===== config.mk =====
export PLATFORM = sky130hd
export DESIGN_NAME = autocorr_sequencer_flat
export DESIGN_NICKNAME = d
export VERILOG_FILES = /design/src/rtl/autocorr_sequencer_if.sv /design/src/rtl/autocorr_sequencer.sv /design/src/flat_wrapper.sv
export SDC_FILE = /design/constraint.sdc
export NUM_CORES = 1
export LEC_CHECK = 0
export BUFFER_PORTS_ARGS = -buffer_cell sky130_fd_sc_hd__buf_2
export CAP_MARGIN = 10
export CELL_PAD_IN_SITES_DETAIL_PLACEMENT = 0
export CELL_PAD_IN_SITES_GLOBAL_PLACEMENT = 2
export CORE_MARGIN = 2
export CORE_UTILIZATION = 38
export DETAILED_ROUTE_END_ITERATION = 10
export PLACE_DENSITY_LB_ADDON = 0.08
export SYNTH_ARGS = -nofsm -noshare
export SYNTH_HDL_FRONTEND = slang
export SYNTH_SLANG_ARGS = --single-unit

===== constraint.sdc =====
create_clock -name clk -period 2.75 [get_ports clk]
set_input_delay 0.55 -clock clk [delete_from_list [all_inputs] [get_ports clk]]
set_output_delay 0.55 -clock clk [all_outputs]
set_load 0.005 [all_outputs]

===== src/rtl/autocorr_sequencer_if.sv =====
// Bundle of the sequencer's stream, correlator and result handshakes.
// master = sequencer side, slave = surrounding datapath / testbench side.
interface autocorr_sequencer_if #(
  parameter int WIDTH = 5,
  parameter int LAG_W = 3,
  parameter int RES_W = 3
);
  logic             bit_in;
  logic             bit_valid;
  logic             bit_ready;
  logic [WIDTH-1:0] word_out;
  logic             corr_start;
  logic [LAG_W-1:0] corr_lag;
  logic             corr_done;
  logic [RES_W-1:0] corr_result;
  logic             res_valid;
  logic             res_ready;
  logic [LAG_W-1:0] res_lag;
  logic [RES_W-1:0] res_data;
  logic             res_err;
  logic             frame_done;
  logic             busy;

  modport master (
    input  bit_in, bit_valid, corr_done, corr_result, res_ready,
    output bit_ready, word_out, corr_start, corr_lag,
           res_valid, res_lag, res_data, res_err, frame_done, busy
  );

  modport slave (
    output bit_in, bit_valid, corr_done, corr_result, res_ready,
    input  bit_ready, word_out, corr_start, corr_lag,
           res_valid, res_lag, res_data, res_err, frame_done, busy
  );
endinterface


===== src/rtl/autocorr_sequencer.sv =====
// Captures WIDTH-bit serial frames, then walks the shared correlator through
// lags 0..WIDTH-1, presenting each result on a valid/ready handshake.
module autocorr_sequencer #(
  parameter int WIDTH   = 5,
  parameter int LAG_W   = 3,
  parameter int RES_W   = 3,
  parameter int TIMEOUT = 15
) (
  input  logic                 clk,
  input  logic                 rst_n,
  autocorr_sequencer_if.master bus
);
  localparam int CNT_W = $clog2(TIMEOUT + 1);

  typedef enum logic [1:0] {CAPTURE, ISSUE, WAIT, PRESENT} state_t;

  typedef struct packed {
    logic [LAG_W-1:0] lag;
    logic [RES_W-1:0] data;
    logic             err;
  } res_t;

  state_t           state, state_nxt;
  logic [LAG_W-1:0] idx;
  logic [LAG_W-1:0] lag;
  logic [WIDTH-1:0] shreg;
  logic [WIDTH-1:0] frame_nxt;
  logic [WIDTH-1:0] word_q;
  logic [CNT_W-1:0] cnt;
  res_t             res_q;
  logic             res_valid_q;
  logic             frame_done_q;
  logic             last_idx;
  logic             last_lag;
  logic             expire;

  assign last_idx = (idx == '0);
  assign last_lag = (lag == LAG_W'(WIDTH - 1));
  // Expiry fires on the cycle the counter would step onto TIMEOUT.
  assign expire   = (cnt == CNT_W'(TIMEOUT - 1));

  always_comb begin
    frame_nxt      = shreg;
    frame_nxt[idx] = bus.bit_in;
  end

  always_ff @(posedge clk or negedge rst_n) begin
    if (!rst_n) state <= CAPTURE;
    else        state <= state_nxt;
  end

  always_comb begin
    state_nxt = state;
    case (state)
      CAPTURE: if (bus.bit_valid && last_idx) state_nxt = ISSUE;
      ISSUE:   state_nxt = WAIT;
      WAIT:    if (bus.corr_done || expire) state_nxt = PRESENT;
      PRESENT: if (bus.res_ready) state_nxt = last_lag ? CAPTURE : ISSUE;
      default: state_nxt = CAPTURE;
    endcase
  end

  always_ff @(posedge clk or negedge rst_n) begin
    if (!rst_n) begin
      idx          <= LAG_W'(WIDTH - 1);
      lag          <= '0;
      shreg        <= '0;
      word_q       <= '0;
      cnt          <= '0;
      res_q        <= '0;
      res_valid_q  <= 1'b0;
      frame_done_q <= 1'b0;
    end else begin
      frame_done_q <= 1'b0;
      case (state)
        CAPTURE: if (bus.bit_valid) begin
          shreg <= frame_nxt;
          if (last_idx) begin
            word_q <= frame_nxt;
            lag    <= '0;
            idx    <= LAG_W'(WIDTH - 1);
          end else begin
            idx <= idx - 1'b1;
          end
        end
        ISSUE: cnt <= '0;
        WAIT: begin
          // A done coinciding with expiry still counts as a real result.
          if (bus.corr_done) begin
            res_q       <= '{lag: lag, data: bus.corr_result, err: 1'b0};
            res_valid_q <= 1'b1;
          end else begin
            cnt <= cnt + 1'b1;
            if (expire) begin
              res_q       <= '{lag: lag, data: '0, err: 1'b1};
              res_valid_q <= 1'b1;
            end
          end
        end
        PRESENT: if (bus.res_ready) begin
          res_valid_q <= 1'b0;
          if (last_lag) frame_done_q <= 1'b1;
          else          lag          <= lag + 1'b1;
        end
        default: ;
      endcase
    end
  end

  assign bus.bit_ready  = (state == CAPTURE);
  assign bus.busy       = (state != CAPTURE);
  assign bus.corr_start = (state == ISSUE);
  assign bus.corr_lag   = lag;
  assign bus.word_out   = word_q;
  assign bus.res_valid  = res_valid_q;
  assign bus.res_lag    = res_q.lag;
  assign bus.res_data   = res_q.data;
  assign bus.res_err    = res_q.err;
  assign bus.frame_done = frame_done_q;
endmodule


===== src/flat_wrapper.sv =====
// flat-port wrapper written by rule: the top's interface ports become plain ports
module autocorr_sequencer_flat 
#(
  parameter int WIDTH   = 5,
  parameter int LAG_W   = 3,
  parameter int RES_W   = 3,
  parameter int TIMEOUT = 15
)
  (clk, rst_n, bus_bit_in, bus_bit_valid, bus_corr_done, bus_corr_result, bus_res_ready, bus_bit_ready, bus_word_out, bus_corr_start, bus_corr_lag, bus_res_valid, bus_res_lag, bus_res_data, bus_res_err, bus_frame_done, bus_busy);
  autocorr_sequencer_if #(.WIDTH(WIDTH), .LAG_W(LAG_W), .RES_W(RES_W)) bus_i ();
  input  logic clk;
  input  logic rst_n;
  input wire logic [$bits(bus_i.bit_in)-1:0] bus_bit_in;
  input wire logic [$bits(bus_i.bit_valid)-1:0] bus_bit_valid;
  input wire logic [$bits(bus_i.corr_done)-1:0] bus_corr_done;
  input wire logic [$bits(bus_i.corr_result)-1:0] bus_corr_result;
  input wire logic [$bits(bus_i.res_ready)-1:0] bus_res_ready;
  output wire logic [$bits(bus_i.bit_ready)-1:0] bus_bit_ready;
  output wire logic [$bits(bus_i.word_out)-1:0] bus_word_out;
  output wire logic [$bits(bus_i.corr_start)-1:0] bus_corr_start;
  output wire logic [$bits(bus_i.corr_lag)-1:0] bus_corr_lag;
  output wire logic [$bits(bus_i.res_valid)-1:0] bus_res_valid;
  output wire logic [$bits(bus_i.res_lag)-1:0] bus_res_lag;
  output wire logic [$bits(bus_i.res_data)-1:0] bus_res_data;
  output wire logic [$bits(bus_i.res_err)-1:0] bus_res_err;
  output wire logic [$bits(bus_i.frame_done)-1:0] bus_frame_done;
  output wire logic [$bits(bus_i.busy)-1:0] bus_busy;
  assign bus_i.bit_in = bus_bit_in;
  assign bus_i.bit_valid = bus_bit_valid;
  assign bus_i.corr_done = bus_corr_done;
  assign bus_i.corr_result = bus_corr_result;
  assign bus_i.res_ready = bus_res_ready;
  assign bus_bit_ready = bus_i.bit_ready;
  assign bus_word_out = bus_i.word_out;
  assign bus_corr_start = bus_i.corr_start;
  assign bus_corr_lag = bus_i.corr_lag;
  assign bus_res_valid = bus_i.res_valid;
  assign bus_res_lag = bus_i.res_lag;
  assign bus_res_data = bus_i.res_data;
  assign bus_res_err = bus_i.res_err;
  assign bus_frame_done = bus_i.frame_done;
  assign bus_busy = bus_i.busy;
  autocorr_sequencer #(.WIDTH(WIDTH), .LAG_W(LAG_W), .RES_W(RES_W), .TIMEOUT(TIMEOUT)) u_core (.clk(clk), .rst_n(rst_n), .bus(bus_i));
endmodule

==> reports/metrics.cfg <==
[status]
status=finished clean

[min_path]
hold_path_class=in -> async

[floorplanning]
core_um2=4086
ios=29
die_w_um=69.63
row_count=23
start_util=0.4005
dieHeight_um=69.63
dieArea_um2=4848

[global_routing]
grt_first_pass_wirelength_mm=5.975
grt-ovfl-total=0
grt_pass1_vias=1218
grt_max_degree=32
grt_usage=0.1546
antenna_found_initial=0

[critical_path]
critPathKind=reg -> out
critical_path.cell_chain=inv_1 -> ha_1 -> inv_1 -> buf_2
worstPathMaxFanout=8
cp_top_family=flip-flops
worst_ep_arrival_time_ps=1400
crit_top_cell=inv_1
startpoint_type=flip-flop
end_kind=output port
cp_slowest_cell=dfrtp_1
path_buf_inv=3
critical-path-max-stage-delay_ps=400
cp.required_ps=2200

[yosys]
ys_types=43
synth_top_area_frac=0.4587
synth.area.top_cells=dfrtp_1, ha_1, mux2_4, mux2_2, mux2i_1
netlist_instances=147
ys.flop_type=dfrtp_1
syn_nets=165
yosysSeqAreaShare=0.4748
yosys_warnings=0
synth_enable_flop_cells=0
synth.avg_cell_area_um2=11.13
synth_area_um2=1637
synth.largest_area_cell=dfrtp_1
ys_ff_latch=31
async_reset_ff_frac=1.000

[layout]
area_delta_synth_final_pct=15.67
design_area_um2=1893
diodes=0
drive_gt1_frac=0.2857
final_common_cell=dfrtp_1
finish.net_count=192
final_cell_mix=dfrtp_1, buf_2, nand2_1
multi_input_area_um2=783.3
fill_cells=400
register_area_um2=777.0

[routing]
route.detailed.drc=0
wirelength_mm=3.327
vias=1179
viasPerCell=5.240
avgRoutedWirePerCell_um=14.79
first_pass_iters=4
ant_nets=0
dr.first_iter.drc_count=58

[clock_network]
cts-buffers-inserted=5
post-cts-setup-buffers=0
numClockSinks=31
htreeDepth=2
cts_resized=0
clk_latency_ps=280
cts-root-buf=clkbuf_8
path_clk_slew_ps=70
cts_tree=done
clk_path_buf_depth=2
hold_buffers=0

[timing]
skew_ps=6.117
grt_setup_unrepaired=no
maxSlewViolCount=0
relSlewSlack=0.5374
finalCritPeriodShare=0.7095
timing.final.crit_period_ps=1951
finalHoldViolations=0
fmax_ghz=0.5126
fin_setup_tns_ps=0
setup_viol=0
tightest_slew_ps=693.9

[power]
leakage_nw=0.9231
vdd_ir_drop_max_uv=526.9
p_per_area_nw_per_um2=1064
power_mw=2.014

[placement]
gp_congestion=0.6929
placement.cell_area_um2=1793
portBuffers=28
dpl.hpwl_mm=2.364

[run]
maxCapViolCount=0

[state kept, by name (all words and copies together) (netlist names), 2 cells and up]
name / count
u_core.shreg: 5
u_core.bus.word_out: 5
u_core.bus.res_lag: 3
u_core.idx: 3
u_core.bus.corr_lag: 3
u_core.cnt: 4
u_core.state: 2
u_core.bus.res_data: 3
[per-stage QoR]
stage	std cells	utilization	setup WS [ps]	hold slack, ps
after floorplan	147	-	1037	254.4
after global placement	217	0.4388	859.1	455.7
after detailed placement	217	0.4388	818.0	464.8
after CTS	225	0.4633	760.7	329.5
after global routing	225	0.4633	628.2	356.7
final	225	0.4633	799.0	310.9
[Yosys cell counts, drive strengths merged, types with 2 or more instances]
cell / count
dfrtp: 30
nand2: 12
ha: 9
mux2: 9
o21ai: 9
inv: 8
nor2: 6
nor3b: 6
buf: 5
mux2i: 5
a21oi: 3
a32o: 3
clkbuf: 3
nand3: 3
nand4: 3
nor2b: 3
xnor2: 3
a21boi: 2
a21o: 2
a22o: 2
nand2b: 2
nand3b: 2
nor3: 2
o221ai: 2
[logic make-up (layout without fill, tap and decap cells)]
kind of cell	count (synthesis)	in the layout	synth area share
DFF	31	31	0.4748
buffers and inverters	16	44	0.04663
xor gates and xnor gates	3	3	0.01606
and+or+nand+nor	43	43	0.1498
adders and majority gates	9	9	0.06881
AOI/OAI and AO/OA	31	31	0.1422
muxes	14	14	0.1017
[where the power goes]
part	total [mW]	internal, mW	switching, mW
Combinational	0.830	0.414	0.416
Clock	0.392	0.228	0.164
Sequential	0.792	0.630	0.162
Total	2.01	1.27	0.742
[final timing paths]
path	start	end	slack, ps	cells after the start
hold reg to reg	u_core.bus.word_out[2]	u_core.bus.word_out[2]	470	2
min in group clk	u_core.bus.word_out[2]	u_core.bus.word_out[2]	470	2
max in group asynchronous	rst_n	u_core.idx[0]	1990	1
setup reg to reg	u_core.state[0]	u_core.bus.res_lag[2]	820	4
setup / recovery	u_core.state[0]	bus_busy	800	4
hold / removal	rst_n	u_core.bus.word_out[2]	310	1
[per-layer routing]
metal,vias to the layer above,GRT usage,part of all wire
li1,586,-,-
met1,565,0.1972,0.47
met2,23,0.2511,0.48
met3,5,0.04651,0.037
met4,0,0.05128,0.010
met5,-,0,0
[final cells by class]
class,count,share of cell area
repair buffers,28,0.07402
flip-flops and latches,31,0.4104
inverters,8,0.01586
well taps,50,0.03305
clock buffers,8,0.05287
multi-input cells,100,0.4137
Power figures use the tool's default switching activity.
